### config.mk
export PLATFORM = sky130hd
export DESIGN_NAME = chip8_draw_engine_flat
export DESIGN_NICKNAME = d
export VERILOG_FILES = /design/src/rtl/chip8_draw_pkg.sv /design/src/rtl/chip8_draw_if.sv /design/src/rtl/chip8_draw_row.sv /design/src/rtl/chip8_draw_engine.sv /design/src/flat_wrapper.sv
export SDC_FILE = /design/constraint.sdc
export NUM_CORES = 1
export LEC_CHECK = 0
export ABC_AREA = 1
export BUFFER_PORTS_ARGS = -buffer_cell sky130_fd_sc_hd__buf_2
export CORE_UTILIZATION = 30
export CTS_CLUSTER_DIAMETER = 40
export DETAILED_ROUTE_END_ITERATION = 8
export SYNTH_ARGS = -nofsm -noshare
export SYNTH_HDL_FRONTEND = slang
export SYNTH_HIERARCHICAL = 1
export SYNTH_SLANG_ARGS = --single-unit
### constraint.sdc
create_clock -name clk -period 3.7 [get_ports clk]
set_input_delay 0.74 -clock clk [delete_from_list [all_inputs] [get_ports clk]]
set_output_delay 0.74 -clock clk [all_outputs]
set_load 0.03 [all_outputs]
### src/rtl/chip8_draw_pkg.sv
// -----------------------------------------------------------------------------
// chip8_draw_pkg
// Shared types and constants for the CHIP-8 sprite-draw / screen-clear engine.
//   u12          : main-memory address (4 KiB space)
//   fb_row_t     : one framebuffer row, one bit per pixel, column 0 at bit 63
//   draw_state_t : engine sequencer states
//   sprite_mask  : places an 8-pixel sprite byte at column x0 with right clip
// -----------------------------------------------------------------------------
package chip8_draw_pkg;

    localparam int FB_W = 64;
    localparam int FB_H = 32;
    localparam int AW   = 12;

    typedef logic [AW-1:0]   u12;
    typedef logic [FB_W-1:0] fb_row_t;

    typedef enum logic [2:0] {
        IDLE = 3'd0,
        RD   = 3'd1,
        WR   = 3'd2,
        CLR  = 3'd3,
        DONE = 3'd4
    } draw_state_t;

    // Sprite bit7 lands on column x0 (fb bit 63-x0); pixels shifted past
    // column 63 fall off the right edge instead of wrapping to column 0.
    function automatic fb_row_t sprite_mask(input logic [7:0] sprite, input logic [5:0] x0);
        sprite_mask = {sprite, 56'h00_0000_0000_0000} >> x0;
    endfunction

endpackage

### src/rtl/chip8_draw_if.sv
// -----------------------------------------------------------------------------
// chip8_draw_if
// Bundles the engine's three buses:
//   command  : cmd_valid/cmd_ready handshake, cmd_clear/x/y/n/i operands,
//              done pulse and collision (VF) result back to the cpu
//   memory   : mem_addr/mem_rd out, mem_rdata in (one-cycle read latency)
//   fb RAM   : fb_addr/fb_rd/fb_we/fb_wdata out, fb_rdata in (one-cycle read)
// slave  modport: the draw engine.
// master modport: the surrounding system (cpu, main memory, framebuffer RAM).
// -----------------------------------------------------------------------------
interface chip8_draw_if;
    import chip8_draw_pkg::*;

    logic        cmd_valid;
    logic        cmd_ready;
    logic        cmd_clear;
    logic [7:0]  cmd_x;
    logic [7:0]  cmd_y;
    logic [3:0]  cmd_n;
    u12          cmd_i;

    u12          mem_addr;
    logic        mem_rd;
    logic [7:0]  mem_rdata;

    logic [4:0]  fb_addr;
    logic        fb_rd;
    fb_row_t     fb_rdata;
    logic        fb_we;
    fb_row_t     fb_wdata;

    logic        done;
    logic        collision;

    modport slave (
        input  cmd_valid, cmd_clear, cmd_x, cmd_y, cmd_n, cmd_i,
        input  mem_rdata, fb_rdata,
        output cmd_ready, mem_addr, mem_rd, fb_addr, fb_rd, fb_we, fb_wdata,
        output done, collision
    );

    modport master (
        output cmd_valid, cmd_clear, cmd_x, cmd_y, cmd_n, cmd_i,
        output mem_rdata, fb_rdata,
        input  cmd_ready, mem_addr, mem_rd, fb_addr, fb_rd, fb_we, fb_wdata,
        input  done, collision
    );

endinterface

### src/rtl/chip8_draw_row.sv
// -----------------------------------------------------------------------------
// chip8_draw_row
// Combinational XOR-draw of one sprite byte into one framebuffer row.
//   sprite  in  8     sprite byte, bit7 = leftmost pixel
//   x0      in  6     start column (already reduced mod 64)
//   old_row in  FB_W  current row contents
//   new_row out FB_W  row after XOR with the clipped sprite
//   hit     out 1     1 if any lit pixel was turned off (row collision)
// -----------------------------------------------------------------------------
module chip8_draw_row
    import chip8_draw_pkg::*;
(
    input  logic [7:0] sprite,
    input  logic [5:0] x0,
    input  fb_row_t    old_row,
    output fb_row_t    new_row,
    output logic       hit
);

    fb_row_t mask_s;

    assign mask_s  = sprite_mask(sprite, x0);
    assign new_row = old_row ^ mask_s;
    assign hit     = |(old_row & mask_s);

endmodule

### src/rtl/chip8_draw_engine.sv
// -----------------------------------------------------------------------------
// chip8_draw_engine
// Executes DXYN (sprite draw with XOR and collision) and 00E0 (screen clear)
// for the cpu against a row-organised 64x32 framebuffer RAM.
//   clk  in  system clock
//   rst  in  asynchronous active-low reset
//   bus  chip8_draw_if.slave : command handshake, main-memory read port,
//        framebuffer read/write port, done/collision result
// Draw: two cycles per row (RD issues both reads, WR writes the XORed row).
// Clear: one zero row per cycle, rows 0..31.
// done/collision are presented for one cycle after the DONE state, while the
// engine is already idle again.
// -----------------------------------------------------------------------------
module chip8_draw_engine
    import chip8_draw_pkg::*;
(
    input  logic         clk,
    input  logic         rst,
    chip8_draw_if.slave  bus
);

    draw_state_t state_r;

    // Latched command operands
    logic [5:0]  x0_r;
    logic [4:0]  y0_r;
    logic [3:0]  n_r;
    u12          i_r;
    logic [3:0]  r_r;
    logic        acc_r;

    // Registered outputs
    logic        cmd_ready_r;
    u12          mem_addr_r;
    logic        mem_rd_r;
    logic [4:0]  fb_addr_r;
    logic        fb_rd_r;
    logic        fb_we_r;
    logic        done_r;
    logic        collision_r;

    // Row datapath and sequencing helpers
    fb_row_t     row_new_s;
    logic        row_hit_s;
    logic [3:0]  next_r_s;
    logic        more_rows_s;
    logic [5:0]  cmd_x0_s;
    logic [4:0]  cmd_y0_s;

    chip8_draw_row u_row (
        .sprite  (bus.mem_rdata),
        .x0      (x0_r),
        .old_row (bus.fb_rdata),
        .new_row (row_new_s),
        .hit     (row_hit_s)
    );

    // Start position wraps onto the screen; only the start wraps, the sprite
    // itself is clipped at the right and bottom edges.
    assign cmd_x0_s = 6'(bus.cmd_x % 8'd64);
    assign cmd_y0_s = 5'(bus.cmd_y % 8'd32);

    // Continue with another row only if the sprite has more bytes and the
    // next row is still on screen (vertical clip).
    always_comb begin
        next_r_s = r_r + 4'd1;
        if (({2'b00, next_r_s} < {2'b00, n_r}) &&
            (({1'b0, y0_r} + {2'b00, next_r_s}) < 6'd32)) begin
            more_rows_s = 1'b1;
        end else begin
            more_rows_s = 1'b0;
        end
    end

    // Sequencer: command acceptance, row read/write pacing, clear sweep, done.
    always_ff @(posedge clk or negedge rst) begin
        if (!rst) begin
            state_r     <= IDLE;
            x0_r        <= 6'd0;
            y0_r        <= 5'd0;
            n_r         <= 4'd0;
            i_r         <= 12'd0;
            r_r         <= 4'd0;
            acc_r       <= 1'b0;
            cmd_ready_r <= 1'b1;
            mem_addr_r  <= 12'd0;
            mem_rd_r    <= 1'b0;
            fb_addr_r   <= 5'd0;
            fb_rd_r     <= 1'b0;
            fb_we_r     <= 1'b0;
            done_r      <= 1'b0;
            collision_r <= 1'b0;
        end else begin
            done_r      <= 1'b0;
            collision_r <= 1'b0;
            case (state_r)
                IDLE: begin
                    if (bus.cmd_valid) begin
                        cmd_ready_r <= 1'b0;
                        x0_r        <= cmd_x0_s;
                        y0_r        <= cmd_y0_s;
                        n_r         <= bus.cmd_n;
                        i_r         <= bus.cmd_i;
                        r_r         <= 4'd0;
                        acc_r       <= 1'b0;
                        if (bus.cmd_clear) begin
                            state_r   <= CLR;
                            fb_addr_r <= 5'd0;
                            fb_we_r   <= 1'b1;
                        end else if (bus.cmd_n == 4'd0) begin
                            state_r <= DONE;
                        end else begin
                            // Issue the first row's reads on the accept edge
                            state_r    <= RD;
                            mem_addr_r <= bus.cmd_i;
                            fb_addr_r  <= cmd_y0_s;
                            mem_rd_r   <= 1'b1;
                            fb_rd_r    <= 1'b1;
                        end
                    end
                end
                RD: begin
                    mem_rd_r <= 1'b0;
                    fb_rd_r  <= 1'b0;
                    fb_we_r  <= 1'b1;
                    state_r  <= WR;
                end
                WR: begin
                    fb_we_r <= 1'b0;
                    acc_r   <= acc_r | row_hit_s;
                    r_r     <= next_r_s;
                    if (more_rows_s) begin
                        state_r    <= RD;
                        mem_addr_r <= i_r + {8'h00, next_r_s};
                        fb_addr_r  <= y0_r + {1'b0, next_r_s};
                        mem_rd_r   <= 1'b1;
                        fb_rd_r    <= 1'b1;
                    end else begin
                        state_r <= DONE;
                    end
                end
                CLR: begin
                    if (fb_addr_r == 5'd31) begin
                        fb_we_r <= 1'b0;
                        state_r <= DONE;
                    end else begin
                        fb_addr_r <= fb_addr_r + 5'd1;
                    end
                end
                DONE: begin
                    done_r      <= 1'b1;
                    collision_r <= acc_r;
                    cmd_ready_r <= 1'b1;
                    state_r     <= IDLE;
                end
                default: begin
                    state_r     <= IDLE;
                    cmd_ready_r <= 1'b1;
                    mem_rd_r    <= 1'b0;
                    fb_rd_r     <= 1'b0;
                    fb_we_r     <= 1'b0;
                end
            endcase
        end
    end

    assign bus.cmd_ready = cmd_ready_r;
    assign bus.mem_addr  = mem_addr_r;
    assign bus.mem_rd    = mem_rd_r;
    assign bus.fb_addr   = fb_addr_r;
    assign bus.fb_rd     = fb_rd_r;
    assign bus.fb_we     = fb_we_r;
    assign bus.done      = done_r;
    assign bus.collision = collision_r;

    // The XORed row must be written in the same cycle the old row arrives from
    // the RAM, so write data is formed directly from fb_rdata; outside WR it is
    // forced to zero, which is also the clear pattern.
    assign bus.fb_wdata = (state_r == WR) ? row_new_s : 64'h0;

endmodule

### src/flat_wrapper.sv
// flat-port wrapper written by rule: the top's interface ports become plain ports
module chip8_draw_engine_flat import chip8_draw_pkg::*;
  (clk, rst, bus_cmd_valid, bus_cmd_clear, bus_cmd_x, bus_cmd_y, bus_cmd_n, bus_cmd_i, bus_mem_rdata, bus_fb_rdata, bus_cmd_ready, bus_mem_addr, bus_mem_rd, bus_fb_addr, bus_fb_rd, bus_fb_we, bus_fb_wdata, bus_done, bus_collision);
  chip8_draw_if bus_i ();
  input  logic clk;
  input  logic rst;
  input wire logic [$bits(bus_i.cmd_valid)-1:0] bus_cmd_valid;
  input wire logic [$bits(bus_i.cmd_clear)-1:0] bus_cmd_clear;
  input wire logic [$bits(bus_i.cmd_x)-1:0] bus_cmd_x;
  input wire logic [$bits(bus_i.cmd_y)-1:0] bus_cmd_y;
  input wire logic [$bits(bus_i.cmd_n)-1:0] bus_cmd_n;
  input wire logic [$bits(bus_i.cmd_i)-1:0] bus_cmd_i;
  input wire logic [$bits(bus_i.mem_rdata)-1:0] bus_mem_rdata;
  input wire logic [$bits(bus_i.fb_rdata)-1:0] bus_fb_rdata;
  output wire logic [$bits(bus_i.cmd_ready)-1:0] bus_cmd_ready;
  output wire logic [$bits(bus_i.mem_addr)-1:0] bus_mem_addr;
  output wire logic [$bits(bus_i.mem_rd)-1:0] bus_mem_rd;
  output wire logic [$bits(bus_i.fb_addr)-1:0] bus_fb_addr;
  output wire logic [$bits(bus_i.fb_rd)-1:0] bus_fb_rd;
  output wire logic [$bits(bus_i.fb_we)-1:0] bus_fb_we;
  output wire logic [$bits(bus_i.fb_wdata)-1:0] bus_fb_wdata;
  output wire logic [$bits(bus_i.done)-1:0] bus_done;
  output wire logic [$bits(bus_i.collision)-1:0] bus_collision;
  assign bus_i.cmd_valid = bus_cmd_valid;
  assign bus_i.cmd_clear = bus_cmd_clear;
  assign bus_i.cmd_x = bus_cmd_x;
  assign bus_i.cmd_y = bus_cmd_y;
  assign bus_i.cmd_n = bus_cmd_n;
  assign bus_i.cmd_i = bus_cmd_i;
  assign bus_i.mem_rdata = bus_mem_rdata;
  assign bus_i.fb_rdata = bus_fb_rdata;
  assign bus_cmd_ready = bus_i.cmd_ready;
  assign bus_mem_addr = bus_i.mem_addr;
  assign bus_mem_rd = bus_i.mem_rd;
  assign bus_fb_addr = bus_i.fb_addr;
  assign bus_fb_rd = bus_i.fb_rd;
  assign bus_fb_we = bus_i.fb_we;
  assign bus_fb_wdata = bus_i.fb_wdata;
  assign bus_done = bus_i.done;
  assign bus_collision = bus_i.collision;
  chip8_draw_engine u_core (.clk(clk), .rst(rst), .bus(bus_i));
endmodule
==> results.tsv <==
stage	metric	value	unit
run_status	status	finished clean	
logic_synthesis	yosysSeqAreaShare	24.6	%
grt	grt_usage	19.4	%
timing	setup_tns	0	ns
worst_setup_path	startpoint_type	flop	
grt	grt_antenna_before_repair	3	
logic_synthesis	yosysTopAreaCellShare	24.2	%
floorplan	start_util	30.8	%
clocking	worstSkewPairLatency	0.33	ns
route	wl_per_cell	14.1	µm
final_layout	final_cell_mix	nand2_1, buf_2, nor2_1	
worst_setup_path	cp_num_buf_inv	3	
floorplan	ioPinCount	195	
pwr	powerDensity	870	mW/mm²
logic_synthesis	synth_seq_cells	57	
timing	hold_violations	0	
grt	grt_first_pass_wirelength	30100	µm
timing	maxSlewHeadroom	54.5	%
clocking	clk_path_buf_depth	2	
clocking	numCtsBuffers	9	
pwr	vdd_drop_max	0.450	mV
final_layout	utilization	38.6	%
worst_setup_path	required	2.96	ns
logic_synthesis	async_reset_ff_share	100	%
route	dr.pass1.iters	5	
timing	maxSlewViolCount	0	
floorplan	die_y	141	µm
timing	period_needed	3.28	ns
route	vias_per_cell	4.68	
worst_setup_path	end_kind	output pin	
grt	grt-ovfl-total	0	
floorplan	num_rows	50	
place	dpl.hpwl	15200	µm
worst_setup_path	crit_family	flip-flops	
clocking	cts_num_sinks	57	
timing	tightest_slew	0.682	ns
place	gp_congestion	0.927	
logic_synthesis	synth-edff-count	0	
route	drc	0	
final_layout	drive_gt1_share	24.5	%
logic_synthesis	synth_flop_cell	dfrtp_1	
route	drt_iter0_markers	354	
run	drv_cap	0	
grt	grt_max_degree	42	
route	vias	6238	
route	ant_nets	0	
logic_synthesis	synth_nets	1076	
worst_setup_path	critPathArrivalTime	2.54	ns
hold_path	hold_path.class	in2async	
floorplan	design.die.area	0.0199	mm²
timing	holdWs	0.362	ns
logic_synthesis	synth_area_leaders	dfrtp_1, ha_1, nand2_1, nor2_1, inv_1	
clocking	clk_pin_slew_worst_paths	0.05	ns
grt	grt_pass1_vias	6028	
floorplan	die_w	141	µm
clocking	cts_resized	0	
worst_setup_path	cp_max_fo	12	
final_layout	final_common_cell	nand2_1	
logic_synthesis	ys_warn_count	6	
clocking	root_buffer	clkbuf_16	
final_layout	nets	1254	
worst_setup_path	critPathMostFrequentCell	nand3_1	
clocking	cts_tree	yes	
logic_synthesis	synth_top_area_cell	dfrtp_1	
clocking	htree_num_levels	3	
floorplan	coreArea	0.0188	mm²
logic_synthesis	synth_area_per_cell	6.53	µm²
worst_setup_path	crit_chain	inv_2 > nand3_1 > nand3_1 > nand2_1 > nand3_1 > a21oi_1 > ha_1 > inv_1 > nor2_1 > buf_2	
worst_setup_path	critical_path_class	reg2out	
logic_synthesis	synth_cells	888	
worst_setup_path	crit_path_max_incr_delay	0.63	ns
timing	fmax	305	MHz
pwr	leakage	0.00436	µW
route	routed_wl	18800	µm
timing	rsz0062_at_grt	false	
final_layout	area_delta_synth_final	25.3	%
place	port_buffers	189	
timing	clock_skew	0.00714	ns
logic_synthesis	synthDistinctLibCells	38	
timing	setup_viol	0	
timing	post-route-period-util	88.7	%
clocking	cts_setup_buffers	0	
logic_synthesis	synth_area	0.00580	mm²
clocking	ctsHoldBuffers	0	
worst_setup_path	critPathSlowestCell	dfrtp_1	
## sequential cells by signal, indices dropped and copies added (netlist names)
signal / count
u_core/i_r: 12
u_core/bus.fb_rd: 1
u_core/bus.collision: 1
u_core/y0_r: 5
u_core/x0_r: 6
u_core/bus.mem_addr: 12
u_core/bus.fb_addr: 5
u_core/acc_r: 1
u_core/bus.done: 1
u_core/bus.cmd_ready: 1
u_core/bus.fb_we: 1
u_core/state_r: 3
u_core/r_r: 4
u_core/n_r: 4
## cells in the mapped netlist (12+ instances only)
cell type and instances:
o21ai_0 24, nand3_1 71, nand2_1 227, o21ai_1 22, ha_1 78, dfrtp_1 56, nand4_1 15, nand3_2 12
buf_2 20, nor2_1 153, inv_1 108, a21oi_1 21
## layer usage
| metal | up-vias | part of all wire, % | global-route usage (%) |
|---|---|---|---|
| met5 | - | 0 | 0 |
| met2 | 222 | 48 | 34.5 |
| met3 | 35 | 6.8 | 3.19 |
| met4 | 0 | 2.9 | 7.89 |
| li1 | 3206 | - | - |
| met1 | 2775 | 42 | 23.1 |
## logic make-up (layout without fill, tap and decap cells)
family	count (synthesis)	in the layout	share of synthesized area [%]
and+or+nand+nor	516	516	39.0
buffers and inverters	155	338	11.3
adders and majority gates	80	80	17.5
AOI/OAI and AO/OA	76	76	7.01
DFF	57	57	24.6
xor gates and xnor gates	4	4	0.604
other	0	3	0
## layout make-up
class / instances / area [µm²]
repair buffers: 202 / 1040
multi-input cells: 676 / 3720
flip-flops and latches: 57 / 1430
inverters: 120 / 455
fillers: 2087 / 11600
clock buffers: 13 / 250
well taps: 260 / 325
clock inverters: 3 / 40.0
diodes: 3 / 7.51
## worst paths after layout
path | start | endpoint | slack [ns] | depth (start not counted)
worst max-delay path | u_core/x0_r[1] | bus_fb_wdata[47] | 0.42 | 10
worst min register to register | u_core/bus.mem_addr[11] | u_core/bus.mem_addr[11] | 0.47 | 2
worst max register to register | u_core/x0_r[1] | u_core/acc_r | 0.93 | 14
worst min-delay path | rst | u_core/bus.mem_addr[5] | 0.36 | 1
max in group asynchronous | rst | u_core/bus.cmd_ready | 2.63 | 2
min in group clk | u_core/bus.mem_addr[11] | u_core/bus.mem_addr[11] | 0.47 | 2
## report_power, final
part | total, µW | leakage, µW | internal (µW) | switching [µW]
logic | 4340 | 0.00351 | 1330 | 3010
clock network | 818 | 0.000144 | 537 | 281
registers | 1160 | 0.000712 | 920 | 244
total | 6330 | 0.00436 | 2790 | 3530
## metrics by stage
step                instances  cell area, µm²  power [µW]  worst slack [ns]
detailed placement       1315            6970        5520             0.672
global route             1332            7260        6970             0.261
finish                   1334            7270        6330             0.419
CTS                      1331            7260        6380             0.427
floorplan                 888            5800        4370             0.977
global placement         1315            6970        5490             0.672
No activity file was read; power rests on OpenSTA's default activity.
